`config.mk`:
```
export PLATFORM = sky130hd
export DESIGN_NAME = seg_scan_driver
export DESIGN_NICKNAME = d
export VERILOG_FILES = /design/src/rtl/seg_scan_driver.sv
export SDC_FILE = /design/constraint.sdc
export NUM_CORES = 1
export LEC_CHECK = 0
export ABC_AREA = 1
export BUFFER_PORTS_ARGS = -buffer_cell sky130_fd_sc_hd__buf_2
export CAP_MARGIN = 10
export CORE_MARGIN = 2
export CORE_UTILIZATION = 50
export DETAILED_ROUTE_END_ITERATION = 8
export PLACE_DENSITY = 0.8
export REMOVE_ABC_BUFFERS = 1
export SETUP_SLACK_MARGIN = 0.5
export SLEW_MARGIN = 20
export SYNTH_ARGS = -nofsm -noshare
export SYNTH_HDL_FRONTEND = slang
export SYNTH_SLANG_ARGS = --single-unit
export TNS_END_PERCENT = 10
```
`constraint.sdc`:
```
create_clock -name clk -period 2.79 [get_ports clk]
set_input_delay 0.558 -clock clk [delete_from_list [all_inputs] [get_ports clk]]
set_output_delay 0.558 -clock clk [all_outputs]
set_load 0.02 [all_outputs]
```
`src/rtl/seg_scan_driver.sv`:
```
// Time-multiplexed N-digit seven-segment scanner with per-frame snapshot, blanking, dp and guard time.
// Latency: outputs registered one cycle after cnt/idx; no backpressure (free-running while enable=1, frozen when low).
// Optional leading-zero suppression at snapshot time when SEG_SCAN_LZ_BLANK_EN is defined.
module seg_scan_driver #(
  parameter int NUM_DIGITS  = 4,
  parameter int REFRESH_DIV = 50000,
  parameter int GUARD       = 2,
  parameter bit HEX_MODE    = 1'b1
) (
  input  logic                    clk,
  input  logic                    rst_n,
  input  logic                    enable,
  input  logic [4*NUM_DIGITS-1:0] digits_in,
  input  logic [NUM_DIGITS-1:0]   dp_in,
  input  logic [NUM_DIGITS-1:0]   blank_in,
  output logic [7:0]              seg_out,
  output logic [NUM_DIGITS-1:0]   an_out,
  output logic                    frame_start
);

  localparam int CW = (REFRESH_DIV > 1) ? $clog2(REFRESH_DIV) : 1;
  localparam int IW = (NUM_DIGITS > 1) ? $clog2(NUM_DIGITS) : 1;

  logic [CW-1:0]           cnt;
  logic [IW-1:0]           idx;
  logic                    first_frame;
  logic [4*NUM_DIGITS-1:0] shadow_dig;
  logic [NUM_DIGITS-1:0]   shadow_dp;
  logic [NUM_DIGITS-1:0]   shadow_blank;

  logic                    slot_end;
  logic                    wrap;
  logic                    snap;
  logic [NUM_DIGITS-1:0]   blank_snap;
  logic [3:0]              cur_code;
  logic                    cur_dp;
  logic                    cur_blank;
  logic                    guard_ok;
  logic [7:0]              seg_nxt;
  logic [NUM_DIGITS-1:0]   an_nxt;

  function automatic logic [6:0] decode(input logic [3:0] code);
    logic [6:0] s;
    case (code)
      4'h0: s = 7'b1111110;
      4'h1: s = 7'b0110000;
      4'h2: s = 7'b1101101;
      4'h3: s = 7'b1111001;
      4'h4: s = 7'b0110011;
      4'h5: s = 7'b1011011;
      4'h6: s = 7'b1011111;
      4'h7: s = 7'b1110000;
      4'h8: s = 7'b1111111;
      4'h9: s = 7'b1111011;
      4'hA: s = 7'b1110111;
      4'hB: s = 7'b0011111;
      4'hC: s = 7'b1001110;
      4'hD: s = 7'b0111101;
      4'hE: s = 7'b1001111;
      default: s = 7'b1000111;
    endcase
    return s;
  endfunction

  assign slot_end = (cnt == CW'(REFRESH_DIV - 1));
  assign wrap     = slot_end && (idx == IW'(NUM_DIGITS - 1));
  assign snap     = enable && (first_frame || wrap);

`ifdef SEG_SCAN_LZ_BLANK_EN
  logic lz_run;
  always_comb begin
    blank_snap = blank_in;
    lz_run     = 1'b1;
    // Digit 0 is excluded so an all-zero value still shows a single 0.
    for (int i = NUM_DIGITS - 1; i >= 1; i--) begin
      if (lz_run && (digits_in[4*i +: 4] == 4'd0) && !dp_in[i]) begin
        blank_snap[i] = 1'b1;
      end else begin
        lz_run = 1'b0;
      end
    end
  end
`else
  assign blank_snap = blank_in;
`endif

  // During the very first enabled cycle the shadow is still empty, so read the
  // value being captured; later wraps must not bypass, or the last slot would tear.
  always_comb begin
    cur_code  = 4'd0;
    cur_dp    = 1'b0;
    cur_blank = 1'b0;
    if (first_frame) begin
      cur_code  = digits_in[4*int'(idx) +: 4];
      cur_dp    = dp_in[idx];
      cur_blank = blank_snap[idx];
    end else begin
      cur_code  = shadow_dig[4*int'(idx) +: 4];
      cur_dp    = shadow_dp[idx];
      cur_blank = shadow_blank[idx];
    end
  end

  always_comb begin
    guard_ok = (int'(cnt) >= GUARD);
    seg_nxt  = {cur_dp, decode(cur_code)};
    an_nxt   = '0;
    if (!enable || cur_blank || (!HEX_MODE && (cur_code > 4'd9))) begin
      seg_nxt = 8'd0;
    end
    if (enable && guard_ok) begin
      an_nxt = NUM_DIGITS'(1) << idx;
    end
  end

  always_ff @(posedge clk or negedge rst_n) begin
    if (!rst_n) begin
      cnt          <= '0;
      idx          <= '0;
      first_frame  <= 1'b1;
      shadow_dig   <= '0;
      shadow_dp    <= '0;
      shadow_blank <= '0;
      seg_out      <= 8'd0;
      an_out       <= '0;
      frame_start  <= 1'b0;
    end else begin
      seg_out     <= seg_nxt;
      an_out      <= an_nxt;
      frame_start <= snap;
      if (enable) begin
        first_frame <= 1'b0;
        if (slot_end) begin
          cnt <= '0;
          idx <= wrap ? '0 : idx + 1'b1;
        end else begin
          cnt <= cnt + 1'b1;
        end
      end
      if (snap) begin
        shadow_dig   <= digits_in;
        shadow_dp    <= dp_in;
        shadow_blank <= blank_snap;
      end
    end
  end

endmodule

```
# --- Yosys cells after proc, flatten, opt, wreduce, memory -nomap -nowiden ---
# Memory sizes are Yosys's and may differ from the RTL's.
# Index checks and enable logic that the tools add are counted.
totals:
  register_bits: 56
  rom_bits: 112
  input_bits: 27
  output_inout_bits: 13
  wordCells: 41
  memories: 1
mem_list:
  columns: ["name", "words", "word_bits", "read_ports", "rd_clocked_by_memory_dff", "wr", "line", "rtl"]
  rows:
  - ["(name not given)", 16, 7, 1, 0, 0, "44", "case (code)"]
classes:
  add_sub_neg: 2
  magnitude_cmp: 2
  n_eq_ne: 2
  n_shift: 3
  muxes: 15
  n_reduce_logical: 7
op_table:
  columns: ["operator", "n"]
  rows:
  - ["$shiftx A16 B5 Y4", 2]
  - ["$add A16 B1 Y16 const B", 1]
  - ["$eq A16 B16 Y1 const B", 1]
  - ["$ge A16 B2 Y1 const B", 1]
  - ["$mux W16", 1]
  - ["$bmux W1 S2", 4]
  - ["$mux W4", 2]
  - ["$mux W8", 1]
  - ["$mux W1", 6]
  - ["$shl A1 B2 Y4 const A", 1]
  - ["$logic_and A1 B1 Y1", 3]
  - ["$lt A2 B3 Y1 const B", 1]
  - ["$add A2 B1 Y2 const B", 1]
  - ["$eq A2 B2 Y1 const B", 1]
  - ["$logic_or A1 B1 Y1", 2]
  - ["$mux W2", 1]
  - ["$reduce_and A2 Y1", 1]
  - ["$logic_not A1 Y1", 1]

# --- Depth between registers and ports, before layout ---
# Gate-level depths: netlist of run 1.
logic_depth:
  depth_word: 5
  ltp_mapped: 14
  mapped_depth_nobuf: 13

# --- Least setup slack after synthesis of run 1 ---
# OpenSTA, ideal clock, no wires.
synth_path:
  path_kind: "flip-flop to flip-flop"
  from: "reg first_frame"
  to: "reg seg_out[4]"
  arrival_time_ns: 1.748
  slack_ns: 0.923
  path_stages_with_launch: 14
  path_buffers: 1
  cell_sequence: "dfstp_2 buf_2 nor2_1 nor2_1 o21ai_0 nand2_1 nand2_1 nand2_1 inv_1 ha_1 inv_1 nand3_1 o21ai_0 nor2_1"
synth_via:
  elab_chain_len: 3
synth_rtl:
  columns: ["item", "line", "rtl"]
  rows:
  - ["from (decl)", "26", "logic first_frame;"]
  - ["from (signal assigned)", "120", "first_frame <= 1'b1;"]
  - ["from (signal assigned)", "132", "first_frame <= 1'b0;"]
  - ["$mux W4 or $mux W1 (tied branches)", "93", "if (first_frame) begin"]
  - ["$mem_v2 Z16 W7 or $logic_or A1 B1 Y1 (tied branches)", null, null]
  - ["$mux W8 (*)", "108", "if (!enable || cur_blank || (!HEX_MODE && (cur_code > 4'd9))) begin"]
  - ["named net seg_nxt[4]", "39", "logic [7:0] seg_nxt;"]
  - ["to (signal assigned)", "128", "seg_out <= seg_nxt;"]
  - ["to (decl)", "16", "output logic [7:0] seg_out,"]
# Mark *: on every way through the listed nets, which the timed path passes. The rest lies on a longest branch.
# A chain may end at the register's enable or synchronous reset.

# --- Worst setup path after layout of run 1 ---
layout_path:
  from: "reg first_frame"
  to: "reg seg_out[0]"
# The elaborated chain is that of the path after synthesis.

==> summary.md, run 1 <==
| Metric | Value |
|---|---|
| Outcome | complete, no violations |
| Clk pin slew, worst setup/hold paths | 0.11 ns |
| Total Routing Usage GR | 20.69% |
| Drt first pass iters | 4 |
| P_leak | 0.001922 µW |
| R2r setup slk | 0.73 ns |
| Aggregate global routing overflow | 0 |
| Clock Skew | 0.01853 ns |
| FF-to-FF Start | first_frame |
| CP Capture Type | flip-flop |
| Share of the synthesized area in the top cell type | 42.78% |
| Core outline area | 6277 µm² |
| Setup_tns | 0 ns |
| Largest net degree at the start of global routing | 33 |
| Initial antenna violation count | 0 |
| Clk sinks | 56 |
| Crit path time final | 2.056 ns |
| Clock Latency Late Sink | 0.31 ns |
| Vias | 2807 |
| WL final | 6855 µm |
| Slew HR | 56.17% |
| Overall die height | 84.21 µm |
| Synth unique cells | 35 |
| Vias in the first global route | 2769 |
| Final setup viols | 0 |
| Arrival @ worst endpoint | 2.25 ns |
| Final std cells w/o fill | 544 |
| Hold Path Class | in2async |
| Top delay family on crit path | flip-flops |
| Fill cells | 599 |
| Worst setup path endpoint | seg_out[0] |
| Dominant cell by count in the synthesized netlist | nand2_1 |
| Max cap viols | 0 |
| Starting Density | 51.25% |
| R2R depth | 10 |
| Post-DP HPWL | 4994 µm |
| Routed Antenna Nets | 0 |
| Pwr/cell area | 609.8 nW/µm² |
| Initial DRC Count | 155 |
| Post-synth top area cell | dfrtp_1 |
| Period utilization | 73.71% |
| Cells after synthesis | 431 |
| Diode count | 0 |
| WP data required | 2.98 ns |
| Crit-path most repeated cell | nand2_1 |
| Post-synthesis cell area | 3217 µm² |
| Slowest stage cell, crit path | dfstp_4 |
| Post-synthesis area per instance | 7.464 µm² |
| H-tree levels | 2 |
| Worst path bufs/invs | 2 |
| RSZ-0062 raised after global routing | no |
| Synthesis Warnings | 0 |
| Number of flops mapped to enable cells by yosys | 0 |
| Commonest cells in the netlist | nand2_1 (135), dfrtp_1 (55), nor2_1 (50) |
| Fmax | 0.4863 GHz |
| #FFs+latches synth | 56 |
| Footprint of the multi-input gates | 1505 µm² |
| Sequential share of the synthesized area | 43.60% |
| Ports | 40 |
| Main area contributors after synthesis | dfrtp_1 (43%), nand2_1 (16%), nor2_1 (5.8%) |
| Worst Tran Pin Value | 0.6575 ns |
| Max-slew violations | 0 |
| Cells along the critical path | inv_4 > o21ai_0 > nand2_1 > nand2_1 > nand2_1 > inv_1 > ha_1 > nand3_1 > o21ai_0 > nor2_1 |
| Max clock buf depth | 2 |
| # rows | 29 |
| Placer Congestion | 0.9266 |
| Cells after DPL | 535 |
| Crit path max fanout | 17 |
| R2r endpoint | seg_out[0] |
| Cts bufs inserted | 5 |
| Max incr delay on CP | 0.71 ns |
| Share of layout cells above drive strength 1 | 16.27% |
| Worst IR Drop VDD | 0.0004086 V |
| Async SR Flop Fraction | 100.0% |
| Register area | 1406 µm² |
| Routed len/inst | 12.60 µm |
| Crit path kind | reg2reg |
| First-pass GRT wire length | 12130 µm |
| Number of cells on the critical path | 10 |
| Crit path from | first_frame |
| Die area | 7091 µm² |
| DRC Markers | 0 |
| Quantity of hold-fixing buffers added after cts | 0 |
| IO buf count | 39 |
| DIE WIDTH | 84.21 µm |
| CP startpoint kind | flip-flop |
| Nets | 504 |
| Synth-to-Final Area Change | 11.20% |
| CTS tree | done |
| Ys flop type | dfrtp_1 |
| Vias per cell | 5.160 |
| Root buf cell | clkbuf_8 |
| Final Hold Viols | 0 |
## cell families after synthesis
logic type | Yosys count | share of synthesized area [%]
AOI/OAI and AO/OA | 41 | 7.507
adders and majority gates | 11 | 4.278
DFF | 56 | 43.60
buffers and inverters | 66 | 9.685
xor gates and xnor gates | 4 | 1.089
and+or+nand+nor | 253 | 33.84
## worst register-to-register path: cells and delay by family, from the launching register on
family	cells	cell delay [ns]
AOI/OAI and AO/OA	2	0.35
adders and majority gates	1	0.20
buffers and inverters	2	0.23
DFF	1	0.71
and+or+nand+nor	5	0.45
## layout make-up
cell class	instances	area share, %
inverter	52	5.771
sequential	56	39.31
tap	77	2.693
timing repair buffer	42	6.436
clock buffer	6	2.029
clock inverter	2	1.679
multi-input combinational	309	42.08
## through the flow
| stage | power (µW) | hold WS (ns) | utilization, % | area (µm²) | setup slack (ns) |
|---|---|---|---|---|---|
| after floorplan | 1410 | 0.2624 | - | 3109 | 0.8048 |
| after global placement | 1551 | 0.4631 | 54.61 | 3428 | 0.5973 |
| after detailed placement | 1572 | 0.4650 | 54.61 | 3428 | 0.5418 |
| after CTS | 2196 | 0.2788 | 56.73 | 3561 | 0.5182 |
| after global routing | 2336 | 0.3001 | 56.99 | 3577 | 0.5069 |
| final | 2181 | 0.2558 | 56.99 | 3577 | 0.7336 |
## flip-flops by register name, indices dropped and copies added, names as in the netlist
name          flops
cnt              16
first_frame       1
seg_out           8
shadow_blank      4
shadow_dp         4
an_out            4
frame_start       1
idx               2
shadow_dig       16
## cell usage in the layout (no fill, tap or decap), types with 2 or more instances in the layout
master	count
xor2_1	4
o21ai_1	8
nand4_1	2
bufinv_16	2
nand3b_1	2
nor2_1	50
buf_4	2
nand3_1	37
inv_4	2
o211ai_1	3
a22oi_1	4
buf_2	39
ha_1	11
nor3_1	6
clkbuf_8	5
a21oi_1	8
nor4_1	2
nor2_2	2
o21ai_0	14
dfrtp_1	55
nand2_1	134
inv_1	46
nand2_2	15
## where the power goes
group | total (µW) | switching, µW | leakage (µW) | internal, µW
clock | 618 | 259 | 0.0000654 | 359
sequential | 1070 | 127 | 0.000693 | 938
combinational | 498 | 312 | 0.00116 | 186
## how the worst min path moves through the flow
| stage | endpoint | cells past startpoint | start |
|---|---|---|---|
| 3_5_place_dp | shadow_blank[1] | 2 | shadow_blank[1] |
| 2_1_floorplan | an_out[0] | 0 | rst_n |
| 3_3_place_gp | shadow_dig[8] | 2 | shadow_dig[8] |
| 5_1_grt | shadow_dig[5] | 1 | rst_n |
| 6_report | shadow_dig[1] | 1 | rst_n |
| 4_1_cts | shadow_dig[1] | 1 | rst_n |
## per-layer routing
layer  wire (µm)  part of all wire, %  global-route usage (%)  vias up
met5           0                    0                       0        -
met4         167                  2.4                   7.185        0
met3         371                  5.4                   4.228       18
met2        3343                   49                   35.35       76
met1        2972                   43                   26.16     1298
li1            -                    -                       -     1415
## timing repair
action	in CTS	in global routing
setup endpoints to repair	0	7
resized for setup	0	4
setup buffers	0	1
No activity file was read; power rests on OpenSTA's default activity.
==> run 2: changes to the inputs <==
==> constraint.sdc (replaced) <==
create_clock -name clk -period 2 [get_ports clk]
set_input_delay 0.4 -clock clk [delete_from_list [all_inputs] [get_ports clk]]
set_output_delay 0.4 -clock clk [all_outputs]
set_load 0.02 [all_outputs]
==> run 2 against run 1 <==
- cell count is 5.9% higher
- via count is 11% higher
- combinational power is 61% higher
- sequential cell count stayed put
- die area stayed put
- sequential power is 38% higher
- register-to-register slack worse by 0.62 ns
- non-clock buffer count is 27 higher
- critical path type unchanged
- largest power group unchanged
==> summary.md, run 2 (same netlist as run 1, synthesis figures left out) <==
| Metric | Value |
|---|---|
| Outcome | complete, no violations |
| Die area | 7091 µm² |
| Synth-to-Final Area Change | 22.21% |
| H-tree levels | 2 |
| DIE WIDTH | 84.21 µm |
| Slowest stage cell, crit path | dfstp_2 |
| Initial antenna violation count | 0 |
| Vias per cell | 5.391 |
| Period utilization | 94.12% |
| Clk sinks | 56 |
| Crit path from | first_frame |
| Routed len/inst | 14.28 µm |
| WL final | 8223 µm |
| Max clock buf depth | 2 |
| Max incr delay on CP | 0.66 ns |
| First-pass GRT wire length | 12610 µm |
| FF-to-FF Start | first_frame |
| Design area | 3931 µm² |
| RSZ-0062 raised after global routing | yes |
| Root buf cell | clkbuf_8 |
| Crit-path most repeated cell | nor2_1 |
| Fmax | 0.5313 GHz |
| Diode count | 0 |
| Overall die height | 84.21 µm |
| Worst Tran Pin Value | 0.4564 ns |
| P_leak | 0.002087 µW |
| Post-DP HPWL | 5196 µm |
| Pwr/cell area | 744.6 nW/µm² |
| Max cap viols | 0 |
| Most common cell after layout, fill and taps aside | nand2_1 |
| Drt first pass iters | 5 |
| WP data required | 2.21 ns |
| Crit path max fanout | 8 |
| Area after DPL | 3513 µm² |
| Total Routing Usage GR | 21.77% |
| Cells along the critical path | buf_6 > nor2_1 > nor2_1 > o21ai_2 > nand3_2 > nand2_4 > inv_6 > ha_4 > inv_2 > nand2_1 > nand2_1 > nor2_1 > nor2_1 |
| R2r endpoint | seg_out[0] |
| Starting Density | 51.25% |
| Vias | 3105 |
| Cts bufs inserted | 5 |
| Nets | 536 |
| Final Hold Viols | 0 |
| Aggregate global routing overflow | 0 |
| Core outline area | 6277 µm² |
| Share of layout cells above drive strength 1 | 27.86% |
| Crit path kind | reg2reg |
| Worst IR Drop VDD | 0.0006503 V |
| IO buf count | 39 |
| Ports | 40 |
| Placer Congestion | 0.9042 |
| CP Capture Type | flip-flop |
| DRC Markers | 0 |
| Arrival @ worst endpoint | 2.09 ns |
| Routed Antenna Nets | 0 |
| Commonest non-fill, non-tap cells in the layout | nand2_1 (121), dfrtp_1 (55), nor2_1 (48) |
| Clk pin slew, worst setup/hold paths | 0.10 ns |
| Final std cells w/o fill | 576 |
| Post-layout util | 62.63% |
| Max-slew violations | 0 |
| Initial DRC Count | 291 |
| Worst setup path endpoint | seg_out[0] |
| Vias in the first global route | 2833 |
| Clock Latency Late Sink | 0.31 ns |
| Clock Skew | 0.009627 ns |
| Final setup viols | 0 |
| R2R depth | 13 |
| # rows | 29 |
| Hold Path Class | in2async |
| R2r setup slk | 0.12 ns |
| Crit path time final | 1.882 ns |
| Slew HR | 69.57% |
| CP startpoint kind | flip-flop |
| CTS tree | done |
| Cells after DPL | 548 |
| Biggest regs | cnt: 16 flops, shadow_dig: 16 flops, seg_out: 8 flops |
| Largest net degree at the start of global routing | 32 |
run 2: changes by cell type in the layout (fill, tap and decap cells not counted), sizes merged:
| cell | delta |
|---|---|
| buf | +27 |
| nand2 | +3 |
| bufinv | -2 |
| clkbuf | +2 |
| inv | +2 |
run 2: area by class of cell:
| class | instances | area (µm²) |
|---|---|---|
| Fill cell | 528 | 2346 |
| Tap cell | 77 | 96.34 |
| Timing Repair inverter | 2 | 17.52 |
| Timing Repair Buffer | 69 | 431.7 |
| Multi-Input combinational cell | 312 | 1672 |
| Sequential cell | 56 | 1403 |
| Inverter | 52 | 221.5 |
| Clock buffer | 8 | 90.09 |
run 2: layer usage:
metal	share of wire, %	routed length, µm	global-route usage, %	up-vias
met3	8.0	655	3.835	31
met5	0	0	0	-
li1	-	-	-	1488
met1	40	3278	28.08	1414
met4	3.4	283	7.038	0
met2	49	4005	37.30	172
run 2: through the flow:
stage | hold WS, ns | setup TNS [ns] | setup WS (ns) | power, µW
final | 0.02194 | 0 | 0.1177 | 2927
after global placement | 0.3687 | 0 | 0.08585 | 2186
after floorplan | 0.1044 | 0 | 0.01479 | 1967
after global routing | 0.04799 | -0.02085 | -0.01331 | 3123
after CTS | 0.03491 | 0 | 0.1652 | 2891
after detailed placement | 0.3704 | 0 | 0.007843 | 2216
run 2: worst min path at each step:
stage,from,end,cells past startpoint
after floorplan,rst_n,an_out[0],0
after global placement,rst_n,shadow_dig[1],1
after detailed placement,rst_n,shadow_dig[1],1
after CTS,rst_n,shadow_dp[3],1
after global routing,rst_n,shadow_dp[3],1
final,rst_n,shadow_dig[1],1
run 2: worst max-delay path, delay by kind of cell (launching register included):
kind | cells | cell delay (ns)
buffers and inverters | 3 | 0.28
and+or+nand+nor | 8 | 0.63
AOI/OAI and AO/OA | 1 | 0.08
adders and majority gates | 1 | 0.13
DFF | 1 | 0.66
run 2: what timing repair did:
action,4_1_cts,5_1_grt
hold endpoints to repair,0,0
buffers inserted,6,9
hold buffers,0,0
setup endpoints to repair,38,44
resized for setup,28,29
pin swaps,12,20
gates cloned,0,5
run 2: power by group:
group	internal [µW]	switching, µW
registers	1310	170
logic	309	494
clock network	284	362
==> run 3: changes to the inputs <==
==> constraint.sdc (replaced) <==
create_clock -name clk -period 2.3 [get_ports clk]
set_input_delay 0.46 -clock clk [delete_from_list [all_inputs] [get_ports clk]]
set_output_delay 0.46 -clock clk [all_outputs]
set_load 0.02 [all_outputs]
==> run 3 against run 2 <==
- die area unchanged
- design area shrank 4.2%
- register-to-register slack better by 0.25 ns
- cell count down 4.0%
- worst hold slack improved by 0.15 ns
- maximum frequency fell by 2.4%
- power down 14%
==> summary.md, run 3 (same netlist as run 1, synthesis figures left out) <==
| Metric | Value |
|---|---|
| R2R depth | 12 |
| Drt first pass iters | 4 |
| Routed Antenna Nets | 0 |
| Max clock buf depth | 2 |
| Switching share of power | 34.08% |
| Placer Congestion | 0.8490 |
| Arrival @ worst endpoint | 2.14 ns |
| Nets | 513 |
| Crit path time final | 1.929 ns |
| Final setup viols | 0 |
| First-pass GRT wire length | 12030 µm |
| Cells after DPL | 537 |
| Overall die height | 84.21 µm |
| Slew HR | 56.07% |
| DIE WIDTH | 84.21 µm |
| Diode count | 0 |
| Worst IR Drop VDD | 0.0004141 V |
| CP startpoint kind | flip-flop |
| Clk pin slew, worst setup/hold paths | 0.10 ns |
| Ports | 40 |
| Crit-path most repeated cell | nor2_1 |
| Crit path kind | reg2reg |
| Root buf cell | clkbuf_8 |
| Initial DRC Count | 150 |
| Clk sinks | 56 |
| R2r endpoint | seg_out[5] |
| Cts bufs inserted | 5 |
| Max incr delay on CP | 0.69 ns |
| Share of layout cells above drive strength 1 | 23.53% |
| RSZ-0062 raised after global routing | yes |
| CP Capture Type | flip-flop |
| Most common cell after layout, fill and taps aside | nand2_1 |
| Vias | 2798 |
| Starting Density | 51.25% |
| WP data required | 2.51 ns |
| Final Hold Viols | 0 |
| Fill cells | 564 |
| Pwr/cell area | 671.0 nW/µm² |
| Psw | 860.8 µW |
| Routed len/inst | 12.90 µm |
| Commonest non-fill, non-tap cells in the layout | nand2_1 (131), dfrtp_1 (53), nor2_1 (45) |
| # rows | 29 |
| Hold Path Class | in2async |
| Total Routing Usage GR | 20.66% |
| Max-slew violations | 0 |
| Vias in the first global route | 2680 |
| Final hold slack | 0.1693 ns |
| Core outline area | 6277 µm² |
| FF-to-FF Start | first_frame |
| WL final | 7131 µm |
| Clk network pwr share | 23.1% |
| Cell internal pwr | 1665 µW |
| Fmax | 0.5184 GHz |
| Die area | 7091 µm² |
| Biggest regs | cnt: 16 flops, shadow_dig: 16 flops, seg_out: 8 flops |
| R2r setup slk | 0.37 ns |
| Post-DP HPWL | 4868 µm |
| Combinational Power Share | 25.9% |
| Worst Tran Pin Value | 0.6590 ns |
| P_leak | 0.001963 µW |
| Synth-to-Final Area Change | 17.04% |
| Initial antenna violation count | 0 |
| Cells along the critical path | buf_6 > nor2_1 > nor2_1 > o21ai_2 > nand3_2 > nand2_4 > buf_4 > buf_4 > nand2_1 > nand2_1 > nor2_2 > nor2_1 |
| H-tree levels | 2 |
| Clock Latency Late Sink | 0.31 ns |
| Largest net degree at the start of global routing | 33 |
| DRC Markers | 0 |
| Vias per cell | 5.060 |
| Sequential Power Share | 51.1% |
| Max cap viols | 0 |
| Clock Skew | 0.01296 ns |
| Aggregate global routing overflow | 0 |
| Final std cells w/o fill | 553 |
| IO buf count | 39 |
| Crit path from | first_frame |
| CTS tree | done |
| Outcome | complete, no violations |
| Slowest stage cell, crit path | dfstp_4 |
| Worst setup path endpoint | seg_out[5] |
| Crit path max fanout | 7 |
| Setup_tns | 0 ns |
| Period utilization | 83.87% |
==> run 3: cell types whose count changed in the layout (fill, tap and decap cells not counted), sizes merged <==
cell and change:
nand2 -3, buf -18, inv -2
==> run 3: per-layer routing <==
layer  vias up  part of all wire (%)  GRT usage (%)
met3         8                   4.2          3.245
met5         -                     0              0
met2        58                    51          35.93
met1      1292                    44          26.91
li1       1440                     -              -
met4         0                  0.74          5.572
==> run 3: how the worst min path moves through the flow <==
stage	start	endpoint	slack, ns	cells past startpoint
final	rst_n	shadow_dig[0]	0.17	1
after global routing	rst_n	shadow_dig[0]	0.22	1
after CTS	rst_n	shadow_dig[0]	0.19	1
after detailed placement	shadow_dp[0]	shadow_dp[0]	0.47	2
after global placement	shadow_dig[8]	shadow_dig[8]	0.46	2
after floorplan	rst_n	an_out[0]	0.16	0
==> run 3: final cells by class <==
cell class                      instances  area [µm²]  share of cell area (%)
Tap cell                               77       96.34                   2.559
Multi-Input combinational cell        309        1629                   43.27
Sequential cell                        56        1409                   37.42
Timing Repair Buffer                   51       316.6                   8.408
Clock buffer                            8       100.1                   2.659
Inverter                               52       214.0                   5.683
==> run 3: worst max-delay path: cells and delay by family (launching register included) <==
family	cells	cell delay, ns
DFF	1	0.69
and+or+nand+nor	8	0.64
buffers and inverters	3	0.42
AOI/OAI and AO/OA	1	0.08
==> run 3: stage by stage <==
step           power [µW]  area (µm²)  setup WS, ns  util, %
4_1_cts              2513        3664        0.4497    58.36
2_1_floorplan        1710        3109        0.3148        -
6_report             2526        3765        0.3709    59.98
5_1_grt              2704        3765        0.2696    59.98
3_3_place_gp         1885        3443        0.1851    54.85
3_5_place_dp         1906        3443        0.1072    54.85
==> run 3: power groups by stage <==
stage          Clock (µW)  Sequential [µW]  Combinational, µW
2_1_floorplan           0             1300                413
3_3_place_gp            0             1300                586
3_5_place_dp            0             1300                604
4_1_cts               601             1290                627
5_1_grt               637             1320                751
6_report              583             1290                653
==> run 3: timing repair <==
action / CTS / global route
setup buffers: 7 / 1
resized for setup: 23 / 29
hold buffers: 0 / 0
setup endpoints to repair: 25 / 36
gates cloned: 0 / 0
pin swaps: 4 / 12
